==> src/rtl/rmw_pkg.sv <==
// Shared types for the read-modify-write memory controller.
package rmw_pkg;

    typedef enum logic [2:0] {
        IDLE,
        RD_WAIT,
        MERGE,
        WR,
        DONE
    } state_e;

    localparam logic [1:0] BMT_D = 2'b00;
    localparam logic [1:0] BMT_W = 2'b01;
    localparam logic [1:0] BMT_H = 2'b10;
    localparam logic [1:0] BMT_B = 2'b11;

endpackage

==> src/rtl/mem_rmw_ctrl_if.sv <==
// Request, memory, store-merge and completion signals of the RMW controller.
interface mem_rmw_ctrl_if;
    logic        req_valid;
    logic        req_ready;
    logic        req_we;
    logic [1:0]  req_bmt;
    logic [63:0] req_addr;
    logic [63:0] req_wdata;
    logic [63:0] mem_addr;
    logic        mem_rd;
    logic        mem_wr;
    logic [63:0] mem_wdata;
    logic [63:0] mem_rdata;
    logic [1:0]  merge_bmt;
    logic [63:0] merge_in;
    logic [63:0] merge_read;
    logic [63:0] merge_out;
    logic        done_valid;
    logic [63:0] done_rdata;

    modport slave (
        input  req_valid, req_we, req_bmt, req_addr, req_wdata, mem_rdata, merge_out,
        output req_ready, mem_addr, mem_rd, mem_wr, mem_wdata,
               merge_bmt, merge_in, merge_read, done_valid, done_rdata
    );

    modport master (
        output req_valid, req_we, req_bmt, req_addr, req_wdata, mem_rdata, merge_out,
        input  req_ready, mem_addr, mem_rd, mem_wr, mem_wdata,
               merge_bmt, merge_in, merge_read, done_valid, done_rdata
    );
endinterface

==> src/rtl/rmw_lat_cnt.sv <==
// Read-wait counter: done is high on the MEM_LAT-th cycle after load.
module rmw_lat_cnt #(
    parameter int unsigned MEM_LAT = 1
) (
    input  logic clk,
    input  logic reset,
    input  logic load,
    input  logic en,
    output logic done
);
    localparam logic [3:0] LAST = 4'(MEM_LAT - 1);

    logic [3:0] cnt_q, cnt_d;

    always_comb begin
        cnt_d = cnt_q;
        if (load)
            cnt_d = '0;
        else if (en && !done)
            cnt_d = cnt_q + 4'd1;
    end

    always_ff @(posedge clk) begin
        if (reset)
            cnt_q <= '0;
        else
            cnt_q <= cnt_d;
    end

    assign done = (cnt_q == LAST);
endmodule

==> src/rtl/mem_rmw_ctrl.sv <==
// Memory access controller: loads, full stores, and read-modify-write for
// partial stores with the merge performed by an external stage.
module mem_rmw_ctrl
    import rmw_pkg::*;
#(
    parameter int unsigned MEM_LAT = 1
) (
    input  logic           clk,
    input  logic           reset,
    mem_rmw_ctrl_if.slave  bus
);
    state_e      state_q, state_d;
    logic        we_q;
    logic [1:0]  bmt_q;
    logic [63:0] addr_q, wdata_q, rdata_q, merged_q;
    logic        accept, cnt_done;

    assign accept = (state_q == IDLE) && bus.req_valid;

    rmw_lat_cnt #(.MEM_LAT(MEM_LAT)) u_cnt (
        .clk   (clk),
        .reset (reset),
        .load  (accept),
        .en    (state_q == RD_WAIT),
        .done  (cnt_done)
    );

    always_comb begin
        state_d = state_q;
        case (state_q)
            IDLE:    if (bus.req_valid)
                         state_d = (bus.req_we && bus.req_bmt == BMT_D) ? WR : RD_WAIT;
            RD_WAIT: if (cnt_done) state_d = we_q ? MERGE : DONE;
            MERGE:   state_d = WR;
            WR:      state_d = DONE;
            DONE:    state_d = IDLE;
            default: state_d = IDLE;
        endcase
    end

    // Every datapath output is zero outside the state that owns it.
    always_comb begin
        bus.req_ready  = (state_q == IDLE);
        bus.mem_rd     = 1'b0;
        bus.mem_wr     = 1'b0;
        bus.mem_addr   = '0;
        bus.mem_wdata  = '0;
        bus.merge_bmt  = '0;
        bus.merge_in   = '0;
        bus.merge_read = '0;
        bus.done_valid = 1'b0;
        bus.done_rdata = '0;
        case (state_q)
            RD_WAIT: begin
                bus.mem_rd   = 1'b1;
                bus.mem_addr = addr_q;
            end
            MERGE: begin
                bus.merge_bmt  = bmt_q;
                bus.merge_in   = wdata_q;
                bus.merge_read = rdata_q;
            end
            WR: begin
                bus.mem_wr    = 1'b1;
                bus.mem_addr  = addr_q;
                bus.mem_wdata = (bmt_q == BMT_D) ? wdata_q : merged_q;
            end
            DONE: begin
                bus.done_valid = 1'b1;
                bus.done_rdata = we_q ? 64'd0 : rdata_q;
            end
            default: ;
        endcase
    end

    always_ff @(posedge clk) begin
        if (reset) begin
            state_q  <= IDLE;
            we_q     <= 1'b0;
            bmt_q    <= '0;
            addr_q   <= '0;
            wdata_q  <= '0;
            rdata_q  <= '0;
            merged_q <= '0;
        end else begin
            state_q <= state_d;
            if (accept) begin
                we_q    <= bus.req_we;
                bmt_q   <= bus.req_bmt;
                addr_q  <= bus.req_addr;
                wdata_q <= bus.req_wdata;
            end
            if (state_q == RD_WAIT && cnt_done)
                rdata_q <= bus.mem_rdata;
            if (state_q == MERGE)
                merged_q <= bus.merge_out;
        end
    end
endmodule

==> src/flat_wrapper.sv <==
// flat-port wrapper written by rule: the top's interface ports become plain ports
module mem_rmw_ctrl_flat import rmw_pkg::*;
#(
    parameter int unsigned MEM_LAT = 1
)
  (clk, reset, bus_req_valid, bus_req_we, bus_req_bmt, bus_req_addr, bus_req_wdata, bus_mem_rdata, bus_merge_out, bus_req_ready, bus_mem_addr, bus_mem_rd, bus_mem_wr, bus_mem_wdata, bus_merge_bmt, bus_merge_in, bus_merge_read, bus_done_valid, bus_done_rdata);
  mem_rmw_ctrl_if bus_i ();
  input  logic clk;
  input  logic reset;
  input wire logic [$bits(bus_i.req_valid)-1:0] bus_req_valid;
  input wire logic [$bits(bus_i.req_we)-1:0] bus_req_we;
  input wire logic [$bits(bus_i.req_bmt)-1:0] bus_req_bmt;
  input wire logic [$bits(bus_i.req_addr)-1:0] bus_req_addr;
  input wire logic [$bits(bus_i.req_wdata)-1:0] bus_req_wdata;
  input wire logic [$bits(bus_i.mem_rdata)-1:0] bus_mem_rdata;
  input wire logic [$bits(bus_i.merge_out)-1:0] bus_merge_out;
  output wire logic [$bits(bus_i.req_ready)-1:0] bus_req_ready;
  output wire logic [$bits(bus_i.mem_addr)-1:0] bus_mem_addr;
  output wire logic [$bits(bus_i.mem_rd)-1:0] bus_mem_rd;
  output wire logic [$bits(bus_i.mem_wr)-1:0] bus_mem_wr;
  output wire logic [$bits(bus_i.mem_wdata)-1:0] bus_mem_wdata;
  output wire logic [$bits(bus_i.merge_bmt)-1:0] bus_merge_bmt;
  output wire logic [$bits(bus_i.merge_in)-1:0] bus_merge_in;
  output wire logic [$bits(bus_i.merge_read)-1:0] bus_merge_read;
  output wire logic [$bits(bus_i.done_valid)-1:0] bus_done_valid;
  output wire logic [$bits(bus_i.done_rdata)-1:0] bus_done_rdata;
  assign bus_i.req_valid = bus_req_valid;
  assign bus_i.req_we = bus_req_we;
  assign bus_i.req_bmt = bus_req_bmt;
  assign bus_i.req_addr = bus_req_addr;
  assign bus_i.req_wdata = bus_req_wdata;
  assign bus_i.mem_rdata = bus_mem_rdata;
  assign bus_i.merge_out = bus_merge_out;
  assign bus_req_ready = bus_i.req_ready;
  assign bus_mem_addr = bus_i.mem_addr;
  assign bus_mem_rd = bus_i.mem_rd;
  assign bus_mem_wr = bus_i.mem_wr;
  assign bus_mem_wdata = bus_i.mem_wdata;
  assign bus_merge_bmt = bus_i.merge_bmt;
  assign bus_merge_in = bus_i.merge_in;
  assign bus_merge_read = bus_i.merge_read;
  assign bus_done_valid = bus_i.done_valid;
  assign bus_done_rdata = bus_i.done_rdata;
  mem_rmw_ctrl #(.MEM_LAT(MEM_LAT)) u_core (.clk(clk), .reset(reset), .bus(bus_i));
endmodule
==> config.mk <==
export PLATFORM = sky130hd
export DESIGN_NAME = mem_rmw_ctrl_flat
export DESIGN_NICKNAME = d
export VERILOG_FILES = /design/src/rtl/rmw_pkg.sv /design/src/rtl/mem_rmw_ctrl_if.sv /design/src/rtl/rmw_lat_cnt.sv /design/src/rtl/mem_rmw_ctrl.sv /design/src/flat_wrapper.sv
export SDC_FILE = /design/constraint.sdc
export NUM_CORES = 1
export LEC_CHECK = 0
export BUFFER_PORTS_ARGS = -buffer_cell sky130_fd_sc_hd__buf_2
export CORE_AREA = 2 2 226 228
export DETAILED_ROUTE_END_ITERATION = 7
export DIE_AREA = 0 0 228 230
export HOLD_SLACK_MARGIN = 0.15
export RECOVER_POWER = 50
export SLEW_MARGIN = 25
export SYNTH_ARGS = -nofsm -noshare
export SYNTH_HDL_FRONTEND = slang
export SYNTH_SLANG_ARGS = --single-unit
export TNS_END_PERCENT = 1
==> constraint.sdc <==
create_clock -name clk -period 1.8 [get_ports clk]
set_input_delay 0.18 -clock clk [delete_from_list [all_inputs] [get_ports clk]]
set_output_delay 0.18 -clock clk [all_outputs]
set_load 0.01 [all_outputs]
==> flow_summary.json, run 1 <==
{
  "io_buffers": 587,
  "clk_latency_ps": 590,
  "critPathLaunch": "u_core.state_q[2]",
  "avgRoutedWirePerCell_um": 16.98,
  "p_per_area_nw_per_um2": 797.3,
  "min_period_over_period": 1.246,
  "nNetsFinal": 2783,
  "criticalPathCategory": "flip-flop to output pin",
  "hpwl_um": 34000,
  "grt_pass1_vias": 14870,
  "grtUsageTotal": 0.1867,
  "ir_drop_mv": 0.6214,
  "yosysWarnings": 0,
  "antenna_found_initial": 3,
  "hold_viol_final": 0,
  "cts_buffers": 31,
  "synth_nets": 1954,
  "synthCells": 1690,
  "drive_above_1_share": 0.3327,
  "cpPeakStageDelay_ps": 360,
  "setup-violations-final": 393,
  "hp-class": "input port to flip-flop",
  "p_leak_nw": 9.248,
  "clockBufferDepth": 3,
  "place_congestion": 0.9221,
  "place_ws_ps": -15.35,
  "drc_errors": 8,
  "critPathMaxFanout": 13,
  "endpoint": "bus_merge_read[25]",
  "reg2reg_depth": 6,
  "violations": "DRC, setup timing",
  "setup_tns_ps": -110940,
  "final.min_clock_period_ps": 2243,
  "r2r_setup_slack_ps": -90,
  "rows": 82,
  "finalClockSkew_ps": 23.67,
  "post-route-util": 0.4212,
  "cap_violations": 0,
  "r2r_start": "u_core.state_q[0]",
  "crit_top_cell": "buf_16",
  "synth_area_um2": 12180,
  "crit_slowest_cell": "dfxtp_4",
  "via_per_inst": 4.731,
  "most-common-layout-cells": "520 x buf_2, 513 x nand2_1, 294 x a21oi_1",
  "max_freq_mhz": 445.8,
  "die_w_um": 228,
  "rsz0062_at_grt": "true",
  "synth_area_per_cell_um2": 7.208,
  "clock-sinks": 266,
  "grt_pass1_wl_um": 79880,
  "start_kind": "flip-flop",
  "ant_nets": 0,
  "synthToLayoutAreaGrowth_pct": 72.39,
  "ios": 588,
  "status": "complete, but fails checks",
  "fill_cells": 4850,
  "h-tree-depth": 1,
  "initial_core_util": 0.2443,
  "worstMarginPinSlew_ps": 560.5,
  "coreArea_um2": 49860,
  "maxSlewHeadroom": 0.6263,
  "slew_violations": 0,
  "drt_wl_total_um": 54540,
  "ys_seq_area_frac": 0.4371,
  "r2r_end": "u_core.wdata_q[16]",
  "worstPathArrival_ps": 2060,
  "num_vias": 15200,
  "yosys_register_bits": 266,
  "worst_slack_ps": -443.4,
  "overflow": 0,
  "end_kind": "output pin",
  "die_y_um": 230,
  "power_w": 0.01674,
  "critPathRequiredTime_ps": 1620,
  "drt_pre_antenna_iters": 8,
  "yosysUniqueCellTypes": 30,
  "cts_tree": "built",
  "root_buffer": "clkbuf_16",
  "initialDrtViolationCount": 859,
  "dieArea_um2": 52440,
  "path_cells": "buf_6, nor3b_4, buf_12, buf_16, buf_16, and2_1, buf_2",
  "clkTransAtPathRegs_ps": 60,
  "layout_commonest_cell": "buf_2",
  "grt_max_degree": 84
}
worst max-delay path: cells and delay by family (launching register included):
kind                   cells  cell delay, ps
buffers and inverters      5             740
DFF                        1             360
and+or+nand+nor            2             370
power breakdown:
part,internal (W),leakage [nW],switching (W),total [W]
logic,0.00181,6.60,0.00204,0.00384
clock network,0.00354,0.478,0.00259,0.00613
registers,0.00639,2.17,0.000377,0.00677
total,0.0117,9.25,0.00500,0.0167
Yosys cell counts:
cell type  number  area (µm²)
nand2_1       519        1948
a21oi_1       328        1642
dfxtp_1       266        5325
and2_1        258        1614
clkbuf_1      102       382.9
nand3_1        67       335.3
o21ai_0        67       335.3
buf_2          34       170.2
buf_6          15       168.9
inv_1           4       15.01
nor2_1          4       15.01
a211oi_1        2       15.01
ha_1            2       25.02
nand2b_1        2       12.51
nor2b_1         2       12.51
nor3b_2         2       25.02
nor4bb_1        2       20.02
or3b_2          2       17.52
and4b_1         1       10.01
buf_1           1       3.750
clkinv_2        1       5.000
nor3_1          1       5.000
nor3b_1         1       7.510
nor4b_4         1       23.77
o21a_1          1       7.510
or2_2           1       6.260
or3_1           1       6.260
or3b_1          1       8.760
or4b_1          1       10.01
xnor2_1         1       8.760
stage by stage:
step | instance area, µm² | hold WS, ps | cells
6_report | 21000 | 375.9 | 3213
5_1_grt | 21000 | 373.1 | 3213
4_1_cts | 20190 | 350.5 | 3189
3_5_place_dp | 16020 | 426.4 | 2859
3_3_place_gp | 16020 | 420.8 | 2859
2_1_floorplan | 12180 | 316.0 | 1690
layer usage:
layer,global-route usage,up-vias,part of all wire
li1,-,7131,-
met1,0.2180,7145,0.39
met2,0.3270,751,0.49
met3,0.03981,174,0.069
met4,0.08578,0,0.048
met5,0,-,0
how the worst min path moves through the flow:
stage / slack [ps] / end / depth (start not counted) / start
4_1_cts: 350 / u_core.addr_q[46] / 4 / bus_req_addr[46]
3_5_place_dp: 430 / u_core.addr_q[21] / 3 / bus_req_addr[21]
3_3_place_gp: 420 / u_core.addr_q[55] / 3 / bus_req_addr[55]
2_1_floorplan: 320 / u_core.addr_q[0] / 2 / bus_req_addr[0]
5_1_grt: 370 / u_core.addr_q[50] / 4 / bus_req_addr[50]
6_report: 380 / u_core.wdata_q[12] / 4 / bus_req_wdata[12]
cell families (layout without fill, tap and decap cells):
logic type      Yosys count  count (layout)  share of synthesized area
flops                   266             266                     0.4371
buf+inv                 157            1007                    0.06121
fa+ha+maj                 2               2                   0.002054
simple gates            866             866                     0.3347
xor+xnor                  1               1                  0.0007191
other cells               0               1                          0
compound gates          398             398                     0.1641
timing repair:
action,in CTS,in global routing
hold endpoints to repair,262,0
hold buffers,261,0
setup buffers,9,17
cloned,6,9
resized for setup,90,146
setup endpoints to repair,325,430
pin swaps,25,15
registers in the layout, summed over array words and instances, names as in the netlist:
name,cells
u_core.addr_q,64
u_core.bmt_q,2
u_core.merged_q,64
u_core.rdata_q,64
u_core.state_q,3
u_core.u_cnt.cnt_q,4
u_core.wdata_q,64
u_core.we_q,1
final cells by class:
cell class	count	area [µm²]	share of cell area
clock buffers	45	888.4	0.04230
repair buffers	948	7358	0.3504
flip-flops and latches	266	5338	0.2542
inverters	5	23.77	0.001132
diodes	1	2.502	0.0001192
clock inverters	9	87.58	0.004171
multi-input cells	1267	6461	0.3077
well taps	672	840.8	0.04004
Note: power is estimated with default switching activity, not from simulation.
==> run 2: changes to the inputs <==
- CORE_AREA: 2 2 226 228 -> 2 2 231 233
- CTS_BUF_LIST: default -> sky130_fd_sc_hd__clkbuf_4 sky130_fd_sc_hd__clkbuf_8
- DIE_AREA: 0 0 228 230 -> 0 0 233 235
==> flow_summary.json, run 2 (synthesis results as in run 1) <==
{
  "status": "complete, but fails checks",
  "violations": "setup timing",
  "combPwrFrac": 0.217,
  "ir_drop_mv": 0.5988,
  "p_sw_frac": 0.2998,
  "end_kind": "output pin",
  "layout_commonest_cell": "buf_2",
  "synthToLayoutAreaGrowth_pct": 68.02,
  "clockPowerShare": 0.374,
  "grt_max_degree": 69,
  "nNetsFinal": 2792,
  "grt_pass1_wl_um": 76140,
  "drc_errors": 0,
  "worstPathArrival_ps": 2120,
  "h-tree-depth": 2,
  "io_buffers": 587,
  "root_buffer": "clkbuf_8",
  "clk_latency_ps": 590,
  "worstMarginPinSlew_ps": 492.2,
  "n_antenna_cell": 0,
  "sequentialPowerShare": 0.409,
  "via_per_inst": 4.531,
  "finalClockSkew_ps": 20.13,
  "final.min_clock_period_ps": 2297,
  "slew_violations": 0,
  "drive_above_1_share": 0.3244,
  "die_w_um": 233,
  "drt_pre_antenna_iters": 5,
  "rsz0062_at_grt": "true",
  "rows": 84,
  "p_leak_nw": 9.146,
  "hpwl_um": 33390,
  "avgRoutedWirePerCell_um": 15.99,
  "dieArea_um2": 54760,
  "initialDrtViolationCount": 886,
  "initial_core_util": 0.2332,
  "cap_violations": 0,
  "power.switching_w": 0.004942,
  "cts_buffers": 49,
  "grt_pass1_vias": 14200,
  "start_kind": "flip-flop",
  "place_congestion": 0.8277,
  "worst_slack_ps": -497.0,
  "max_freq_mhz": 435.3,
  "r2r_setup_slack_ps": -170,
  "clockBufferDepth": 3,
  "num_vias": 14740,
  "p_int_w": 0.01154,
  "die_y_um": 235,
  "maxSlewHeadroom": 0.6718,
  "min_period_over_period": 1.276,
  "clock-sinks": 266,
  "ant_nets": 0,
  "criticalPathCategory": "flip-flop to output pin",
  "setup_tns_ps": -130840,
  "antenna_found_initial": 2,
  "setup-violations-final": 454,
  "grtUsageTotal": 0.1726,
  "ios": 588,
  "coreArea_um2": 52240,
  "critPathRequiredTime_ps": 1620,
  "critPathMaxFanout": 7,
  "most-common-layout-cells": "557 x buf_2, 518 x nand2_1, 298 x a21oi_1",
  "place_ws_ps": 28.06,
  "overflow": 0,
  "hold_viol_final": 0,
  "drt_wl_total_um": 52020,
  "p_per_area_nw_per_um2": 805.5,
  "hp-class": "input port to flip-flop",
  "cts_tree": "built",
  "clkTransAtPathRegs_ps": 60
}
-- run 2: cell types whose count changed in the layout (fill, tap and decap cells not counted), sizes merged --
cell / previous run / this run
inv: 6 / 4
diode: 1 / 0
clkinv: 6 / 8
bufinv: 1 / 0
clkbuf: 55 / 88
buf: 677 / 670
-- run 2: timing repair --
action                     CTS  global route
buffers inserted             1            10
pin swaps                    0             7
gates cloned                 0             6
hold endpoints to repair   262             0
gates resized for setup     25            86
setup endpoints to repair  325           361
hold buffers               261             0
-- run 2: cell type report --
type	instances	area (µm²)
clock buffers	80	1007
clock inverters	8	42.54
fillers	5264	31770
inverters	5	23.77
multi-input cells	1267	6334
flip-flops and latches	266	5335
well taps	688	860.8
repair buffers	939	6864
-- run 2: path summary, 6_finish.rpt --
path	from	endpoint	depth (start not counted)
setup reg to reg	u_core.state_q[0]	u_core.addr_q[2]	6
hold / removal	bus_merge_out[11]	u_core.merged_q[11]	4
setup / recovery	u_core.state_q[0]	bus_merge_in[19]	8
hold reg to reg	u_core.addr_q[17]	u_core.addr_q[17]	2
-- run 2: worst max-delay path, stage by stage, from the launching register on --
cell and delay [ps]:
dfxtp_4 350, buf_6 120, nor3b_4 240, buf_6 160, buf_12 140, buf_4 130, buf_8 110, and2_4 140
buf_2 120
-- run 2: power by group through the flow --
stage	Sequential, W	Combinational [W]	Clock, W
after floorplan	0.00670	0.00173	0
after global placement	0.00684	0.00286	0
final	0.00674	0.00357	0.00617
after CTS	0.00673	0.00337	0.00637
after global routing	0.00679	0.00393	0.00664
after detailed placement	0.00685	0.00289	0
-- run 2: through the flow --
stage               utilization  area, µm²  power, W  instances  hold WS [ps]
finish                   0.3918      20470   0.01649       3253         366.7
global route             0.3918      20470   0.01736       3253         331.6
CTS                      0.3815      19930   0.01646       3237         292.6
detailed placement       0.3096      16170  0.009740       2887         425.7
global placement         0.3096      16170  0.009700       2887         423.5
floorplan                     -      12180  0.008428       1690         316.0
-- run 2: per-layer routing --
layer  part of all wire  global-route usage  up-vias
li1                   -                   -     7149
met1               0.41              0.2032     6872
met2               0.49              0.2971      582
met3              0.065             0.03981      136
met4              0.037             0.07605        0
met5                  0                   0        -
